===== config.mk =====
export PLATFORM = sky130hd
export DESIGN_NAME = decoder_scan_sequencer
export DESIGN_NICKNAME = d
export VERILOG_FILES = /design/src/rtl/decoder_scan_sequencer.sv
export SDC_FILE = /design/constraint.sdc
export NUM_CORES = 1
export LEC_CHECK = 0
export ABC_AREA = 1
export CORE_ASPECT_RATIO = 1.75
export CORE_MARGIN = 5
export CORE_UTILIZATION = 55
export CTS_CLUSTER_DIAMETER = 200
export DETAILED_ROUTE_END_ITERATION = 16
export PLACE_DENSITY_LB_ADDON = 0.08
export REMOVE_ABC_BUFFERS = 1
export SYNTH_ARGS = -nofsm -noshare
export SYNTH_HDL_FRONTEND = slang
export SYNTH_SLANG_ARGS = --single-unit
export TNS_END_PERCENT = 30

===== constraint.sdc =====
create_clock -name clk -period 3.68 [get_ports clk]
set_input_delay 0.736 -clock clk [delete_from_list [all_inputs] [get_ports clk]]
set_output_delay 0.736 -clock clk [all_outputs]
set_load 0.1 [all_outputs]

===== src/rtl/decoder_scan_sequencer.sv =====
`default_nettype none
// ============================================================================
//  Module      : decoder_scan_sequencer
//  Description : Upstream driver for a 2-to-4 line decoder. Produces the
//                select pair (A,B) and the active-low decoder enable.
//                Free-running scan steps through unmasked codes 0..3 with a
//                programmable dwell. Every code is preceded by a blanking gap
//                so decoder outputs never overlap. A req/ack one-shot mode
//                drives a single requested code for one dwell period.
//  Ports       :
//    clk         in   1        system clock, rising edge
//    rst_n       in   1        synchronous reset, active-low
//    scan_en     in   1        1 = continuous scan of unmasked codes
//    dwell       in   DWELL_W  active cycles per code (0 behaves as 1)
//    skip_mask   in   4        bit i = 1 skips code i during scan
//    req         in   1        one-shot request level, held until ack
//    req_addr    in   2        one-shot code
//    ack         out  1        1-cycle pulse, one-shot dwell complete
//    A           out  1        select MSB (code[1])
//    B           out  1        select LSB (code[0])
//    enable      out  1        decoder enable, active-low
//    busy        out  1        1 whenever not idle
//    frame_done  out  1        1-cycle pulse, last unmasked code finished
//  Revision    : 1.0  initial release
// ============================================================================
module decoder_scan_sequencer #(
  parameter int DWELL_W      = 16,
  parameter int BLANK_CYCLES = 2
) (
  input  logic               clk,
  input  logic               rst_n,
  input  logic               scan_en,
  input  logic [DWELL_W-1:0] dwell,
  input  logic [3:0]         skip_mask,
  input  logic               req,
  input  logic [1:0]         req_addr,
  output logic               ack,
  output logic               A,
  output logic               B,
  output logic               enable,
  output logic               busy,
  output logic               frame_done
);

  localparam logic [2:0] S_IDLE     = 3'd0;
  localparam logic [2:0] S_BLANK    = 3'd1;
  localparam logic [2:0] S_DWELL    = 3'd2;
  localparam logic [2:0] S_OS_BLANK = 3'd3;
  localparam logic [2:0] S_OS_DWELL = 3'd4;

  localparam logic [DWELL_W-1:0] C_BLANK_LOAD = DWELL_W'(BLANK_CYCLES - 1);

  logic [2:0]         state_q,      state_d;
  logic [DWELL_W-1:0] cnt_q,        cnt_d;
  logic [1:0]         code_q,       code_d;
  logic [1:0]         resume_q,     resume_d;
  logic               enable_q,     enable_d;
  logic               busy_q,       busy_d;
  logic               ack_q,        ack_d;
  logic               frame_done_q, frame_done_d;

  logic               ack_evt;
  logic               fd_evt;
  logic [1:0]         next_code;
  logic [1:0]         start_code;
  logic               mask_full;
  logic [DWELL_W-1:0] dwell_load;

  // First unmasked code at or after 'start', wrapping 3->0. With every
  // code masked it returns 'start'; callers gate on mask_full.
  function automatic logic [1:0] first_free(input logic [1:0] start,
                                            input logic [3:0] mask);
    logic [1:0] idx;
    first_free = start;
    // Descending so the nearest candidate is the one that sticks.
    for (int k = 3; k >= 0; k--) begin
      idx = start + 2'(k);
      if (!mask[idx]) first_free = idx;
    end
  endfunction

  // True when 'c' is unmasked and every higher code is masked.
  function automatic logic is_last(input logic [1:0] c,
                                   input logic [3:0] mask);
    is_last = !mask[c];
    for (int k = 0; k < 4; k++) begin
      if (k > int'(c) && !mask[2'(k)]) is_last = 1'b0;
    end
  endfunction

  assign mask_full  = &skip_mask;
  assign next_code  = first_free(code_q + 2'd1, skip_mask);
  assign start_code = first_free(resume_q, skip_mask);
  // Counter holds remaining cycles minus one, so dwell of 0 or 1 both give one cycle.
  assign dwell_load = (dwell == '0) ? '0 : dwell - DWELL_W'(1);

  // State register
  always_ff @(posedge clk) begin
    if (!rst_n) begin
      state_q      <= S_IDLE;
      cnt_q        <= '0;
      code_q       <= 2'd0;
      resume_q     <= 2'd0;
      enable_q     <= 1'b1;
      busy_q       <= 1'b0;
      ack_q        <= 1'b0;
      frame_done_q <= 1'b0;
    end else begin
      state_q      <= state_d;
      cnt_q        <= cnt_d;
      code_q       <= code_d;
      resume_q     <= resume_d;
      enable_q     <= enable_d;
      busy_q       <= busy_d;
      ack_q        <= ack_d;
      frame_done_q <= frame_done_d;
    end
  end

  // Next-state logic
  always_comb begin
    state_d  = state_q;
    cnt_d    = cnt_q;
    code_d   = code_q;
    resume_d = resume_q;
    ack_evt  = 1'b0;
    fd_evt   = 1'b0;

    unique case (state_q)
      S_IDLE: begin
        if (req) begin
          state_d = S_OS_BLANK;
          code_d  = req_addr;
          cnt_d   = C_BLANK_LOAD;
        end else if (scan_en && !mask_full) begin
          state_d = S_BLANK;
          code_d  = start_code;
          cnt_d   = C_BLANK_LOAD;
        end
      end

      S_BLANK, S_OS_BLANK: begin
        if (cnt_q == '0) begin
          state_d = (state_q == S_BLANK) ? S_DWELL : S_OS_DWELL;
          cnt_d   = dwell_load;
        end else begin
          cnt_d = cnt_q - DWELL_W'(1);
        end
      end

      S_DWELL: begin
        if (cnt_q != '0) begin
          cnt_d = cnt_q - DWELL_W'(1);
        end else begin
          fd_evt   = is_last(code_q, skip_mask);
          // Remember where the scan continues, whether or not it continues now.
          resume_d = next_code;
          if (req) begin
            state_d = S_OS_BLANK;
            code_d  = req_addr;
            cnt_d   = C_BLANK_LOAD;
          end else if (!scan_en || mask_full) begin
            state_d = S_IDLE;
          end else begin
            state_d = S_BLANK;
            code_d  = next_code;
            cnt_d   = C_BLANK_LOAD;
          end
        end
      end

      S_OS_DWELL: begin
        if (cnt_q != '0) begin
          cnt_d = cnt_q - DWELL_W'(1);
        end else begin
          ack_evt = 1'b1;
          if (scan_en && !mask_full) begin
            state_d = S_BLANK;
            code_d  = start_code;
            cnt_d   = C_BLANK_LOAD;
          end else begin
            state_d = S_IDLE;
          end
        end
      end

      default: begin
        state_d = S_IDLE;
      end
    endcase
  end

  // Output logic: outputs are registered versions of the next state, so
  // enable drops on the edge entering a dwell and rises on the edge leaving it,
  // while A/B only load on the edge entering a blank.
  always_comb begin
    enable_d     = !((state_d == S_DWELL) || (state_d == S_OS_DWELL));
    busy_d       = (state_d != S_IDLE);
    ack_d        = ack_evt;
    frame_done_d = fd_evt;
  end

  assign A          = code_q[1];
  assign B          = code_q[0];
  assign enable     = enable_q;
  assign busy       = busy_q;
  assign ack        = ack_q;
  assign frame_done = frame_done_q;

endmodule
`default_nettype wire


---- Word level (Yosys, flattened, before mapping) ----
Cells that the tools add are included.
cells by class
  equality and inequality tests ........... 10
  reductions and logical operators ........ 23
  $lt $le $gt $ge ......................... 10
  bitwise gates (word level) .............. 3
  shifts and indexed selects .............. 0
  $mul .................................... 0
  multiplexer cells ....................... 53
  divide/modulo/power cells ............... 0
  add/subtract/negate cells ............... 9
operators with widths
  operator                                            count
  two-way mux 16 bit                                  8
  one-hot mux 16 bit (4 select lines)                 1
  zero test 16 bit                                    2
  subtractor 16 x 1 -> 16 bit, second input constant  2
  two-way mux 2 bit                                   15
  < comparator 2 x 3 -> 1 bit, second input constant  9
  binary-select mux 1 bit (select 2 bit)              9
  two-way mux 3 bit                                   6
  nonzero test 16 bit                                 1
  two-way mux 1 bit                                   12
  one-hot mux 3 bit (4 select lines)                  1
  == test 3 x 2 -> 1 bit, second input constant       3
  adder 2 bit, second input constant                  4
  AND reduction 4 bit                                 2
  adder 2 x 1 -> 2 bit, second input constant         3
  == test 3 bit, second input constant                2
  one-hot mux 2 bit (3 select lines)                  1
  AND reduction 2 bit                                 3
  nonzero test 3 bit                                  2
  zero test 1 bit                                     5
  != test 2 bit, second input constant                2
  != test 4 bit, second input constant                1
  nonzero test 4 bit                                  1
  OR reduction 4 bit                                  1
  8 further kinds                                     12
storage, ports and cells
  ROM bits ................................ 0
  register bits ........................... 27
  bits in latches ......................... 0
  word-level logic and storage cells ...... 116
  bits of input ports ..................... 26
  memories ................................ 0
  output and inout bits ................... 6
  bits in writable memories ............... 0

---- Longest topological paths before layout ----
  depth after elaboration ................. 12
  mapped depth ............................ 18
  mapped depth without buffers ............ 17

---- Least setup slack after synthesis ----
Ideal clock, no wire load.
  kind .................................... register to register
  start ................................... reg code_q[0]
  end ..................................... reg code_q[0]
  arrival ................................. 2.549 ns
  setup time .............................. 0.119 ns
  required time ........................... 3.561 ns
  cell stages (with the launch flop) ...... 18
  path slack .............................. 1.012 ns
  period minus slack after synthesis ...... 2.668 ns
  buffers on the path ..................... 1
  cells stage by stage .................... dfxtp_1 buf_2 inv_2 ha_1 inv_1 nand2_1 nand2_1 nand2_1 nand2_1 nand2_1 nand2_1 nand3_1 nand3_1 nand2_1 nand2_1 nand2_1 nor2_1 a21oi_1
on the way
  longest elaborated chain between the ends .. 12
  elaborated cells between the ends (all ways) .. 23
  classes of those cells .................. add/sub (4); mux (19)
RTL lines
  element                                  line  text
  start: declaration                       55    logic [1:0] code_q, code_d;
  start signal: assignment                 111   code_q <= code_d;
  adder 2 x 1 -> 2 bit                     92    assign next_code = first_free(code_q + 2'd1, skip_mask);
  adder 2 bit                              77    idx = start + 2'(k);
  binary-select mux 1 bit (select 2 bit)   78    if (!mask[idx]) first_free = idx;
  two-way mux 1 bit (implied by the code)  78
  two-way mux 2 bit (4 in series)          78
  two-way mux 2 bit                        162   end else if (!scan_en || mask_full) begin
  two-way mux 2 bit                        158   if (req) begin
  two-way mux 2 bit                        152   if (cnt_q != '0) begin
  one-hot mux 2 bit (3 select lines) (*)   129   unique case (state_q)
Every way passes the cells marked *; elsewhere a longest branch is shown, timed or not. The select of a mux whose other input is x is not followed.
A chain may end at the register's enable or synchronous reset.

---- Worst setup path in the final report ----
  start ................................... reg code_q[1]
  end ..................................... out A
RTL lines
  element           line  text
  end: declaration  38    output logic A,
No word-level cell between the ends.

==> results.json <==
{
  "design_area_sq_um": 3113,
  "cp.arrival_ns": 1.77,
  "dp.cells": 523,
  "rsz0062_at_grt": "no",
  "ys_seq_area_share_pct": 19.83,
  "worstMarginPinSlew_ns": 0.9686,
  "coreArea_sq_um": 4892,
  "crit_required_ns": 2.94,
  "grt.total_usage_pct": 25.32,
  "cp.depth": 1,
  "min_path_type": "flop to flop",
  "critPathKind": "flop to output port",
  "r2r_setup_slack_ns": 1.40,
  "diodes": 0,
  "period_needed_ns": 2.511,
  "die_area_sq_um": 6521,
  "cp_top_family": "buffers and inverters",
  "globalRouteOverflowTotal": 0,
  "yosysUniqueCellTypes": 46,
  "postSynthCellCount": 444,
  "remaining_drc_errors": 0,
  "post_cts_buffers": 0,
  "antenna_found_initial": 0,
  "rows": 34,
  "cts_resized": 0,
  "clockRootBuffer": "clkbuf_8",
  "timing.fmax_mhz": 398.3,
  "synthAdderAreaFrac_pct": 1.836,
  "drv_cap": 0,
  "crit_path_start": "code_q[1]",
  "synth-compound-area-share_pct": 19.32,
  "dpl_cell_area_sq_um": 3064,
  "synth_xor_area_share_pct": 7.710,
  "grt_start_max_net_pins": 18,
  "crit_chain": "clkdlybuf4s50_1",
  "status": "complete, no violations",
  "drtIter0Drc": 156,
  "synth_top_area_share_pct": 19.83,
  "ant_nets": 0,
  "via_per_inst": 5.763,
  "slowest_delay_ns": 1.14,
  "fin_cells": 527,
  "crit_path_top_delay_cell": "clkdlybuf4s50_1",
  "nets": 504,
  "initial_core_util_pct": 55.73,
  "cp-endpoint": "A",
  "grt_pass1_wl_mm": 13.40,
  "ff2ff_path_depth": 16,
  "cts_tree": "yes",
  "cp.buffers_inverters": 1,
  "end_kind": "output port",
  "p_leak_nw": 1.435,
  "drt-wirelength-per-cell_um": 14.98,
  "first_global_vias": 3063,
  "syn_to_final_growth_pct": 14.18,
  "cts_made_buffers": 3,
  "die_w_um": 63.22,
  "synth-simple-area-share_pct": 41.53,
  "vdd_drop_max_v": 0.0008476,
  "p_per_area_nw_per_um2": 925.9,
  "yosysTopAreaCell": "dfxtp_1",
  "cts_hold_buf": 0,
  "syn-cell-area_sq_um": 2726,
  "setup_viol": 0,
  "place_hpwl_mm": 6.475,
  "die_h_um": 103.1,
  "synth_top_family_by_area": "simple AND/OR/NAND/NOR gates",
  "dr.pass1.iters": 5,
  "post-route-period-util_pct": 68.23,
  "num_vias": 3037,
  "max-clock-path-buffers": 2,
  "slew_violations": 0,
  "fin_skew_ns": 0.008511,
  "gp_routability_congestion": 0.9762,
  "slew_headroom_pct": 35.22,
  "clk_latency_ns": 0.28,
  "synthMuxAreaShare_pct": 0,
  "clkTransAtPathRegs_ns": 0.09,
  "setup.worst_path.start_class": "flop",
  "synth_area_leaders": "dfxtp_1, nand2_1, inv_1",
  "cp_max_fo": 3,
  "cts_htree_levels": 1,
  "cts.sinks": 27,
  "syn_area_per_cell_sq_um": 6.140,
  "finalWirelength_mm": 7.894,
  "synth-warning-count": 0,
  "ios": 32,
  "r2r-end": "code_q[0]",
  "drive_gt1_share_pct": 10.57,
  "hold_viol_final": 0,
  "port_buffers": 31,
  "ys_seq_elements": 27,
  "r2r_start": "code_q[0]",
  "setup_tns_ns": 0
}
per-layer routing:
layer	global-route usage, %	routed length (um)	up-vias
met5	0	0	-
met4	16.16	505	0
met3	2.617	254	38
met2	51.54	4422	82
met1	23.06	2712	1401
li1	-	-	1516
report_power, final:
part	internal (mW)	total, mW	switching [mW]
sequential	0.394	0.535	0.141
clock	0.0771	0.178	0.101
combinational	0.716	2.17	1.45
total	1.19	2.88	1.69
metrics by stage:
stage | setup slack (ns) | hold WS (ns) | power, mW | utilization, %
3_5_place_dp | 0.9116 | 0.5322 | 2.676 | 62.63
2_1_floorplan | 0.9596 | 0.4922 | 2.168 | -
4_1_cts | 1.150 | 0.5473 | 2.861 | 63.63
5_1_grt | 0.9265 | 0.5677 | 3.174 | 63.63
6_report | 1.169 | 0.5386 | 2.882 | 63.63
3_3_place_gp | 0.9444 | 0.5232 | 2.647 | 62.63
synth_stat cells, drive strengths merged:
cell	n
o211a	1
a211oi	2
o21ai	29
inv	59
nand4	4
nand3	32
clkbuf	1
o21a	1
or2	2
ha	4
nand2	131
a22oi	3
a31oi	6
nand3b	2
a21oi	28
buf	6
nor3	9
o22ai	3
nor2	55
xor2	18
xnor2	6
and2	1
o311ai	1
o211ai	8
nor4	3
a311oi	1
o221ai	1
dfxtp	27
flip-flops by register name, summed over array words and instances, names as in the netlist:
| signal | cells |
|---|---|
| ack | 1 |
| busy | 1 |
| cnt_q | 16 |
| code_q | 2 |
| enable | 1 |
| frame_done | 1 |
| resume_q | 2 |
| state_q | 3 |
layout by cell type, fill, tap and decap left out, types with 7 or more instances in the layout:
| cell | Yosys | layout |
|---|---|---|
| nor2_1 | 40 | 40 |
| inv_1 | 44 | 44 |
| o211ai_1 | 7 | 7 |
| nor3_1 | 7 | 7 |
| dfxtp_1 | 27 | 27 |
| inv_2 | 15 | 15 |
| clkdlybuf4s50_1 | 0 | 30 |
| nand3_1 | 30 | 30 |
| o21ai_0 | 23 | 23 |
| nor2_2 | 7 | 7 |
| xor2_1 | 18 | 18 |
| nand2_1 | 126 | 126 |
| a21oi_1 | 28 | 28 |
how the worst min path moves through the flow:
stage | startpoint | end | slack, ns | cells after the start
final | cnt_q[10] | cnt_q[10] | 0.54 | 2
after global routing | cnt_q[11] | cnt_q[11] | 0.57 | 2
after CTS | cnt_q[10] | cnt_q[10] | 0.55 | 2
after detailed placement | cnt_q[10] | cnt_q[10] | 0.53 | 2
after global placement | cnt_q[11] | cnt_q[11] | 0.52 | 2
after floorplan | cnt_q[10] | cnt_q[10] | 0.49 | 2
final cells by class:
| type | count | area [sq um] |
|---|---|---|
| tap | 54 | 67.56 |
| clock buffer | 3 | 41.29 |
| multi-input combinational | 351 | 1919 |
| clock inverter | 1 | 7.507 |
| timing repair buffer | 32 | 315.3 |
| fill | 502 | 1779 |
| inverter | 59 | 221.5 |
| sequential | 27 | 540.5 |
cells by family (layout without fill, tap and decap cells):
group,Yosys count,after routing
XOR/XNOR,24,24
buffers and inverters,66,95
AO/OA/AOI/OAI,84,84
AND/OR/NAND/NOR,239,239
adder cells (fa/ha/maj),4,4
flip-flops,27,27
tightest hold or removal path: stages, from the launching register on:
cell and delay [ns]:
dfxtp_1 0.36, nand2_1 0.08, a21oi_1 0.06
(Power assumes the default switching activity.)
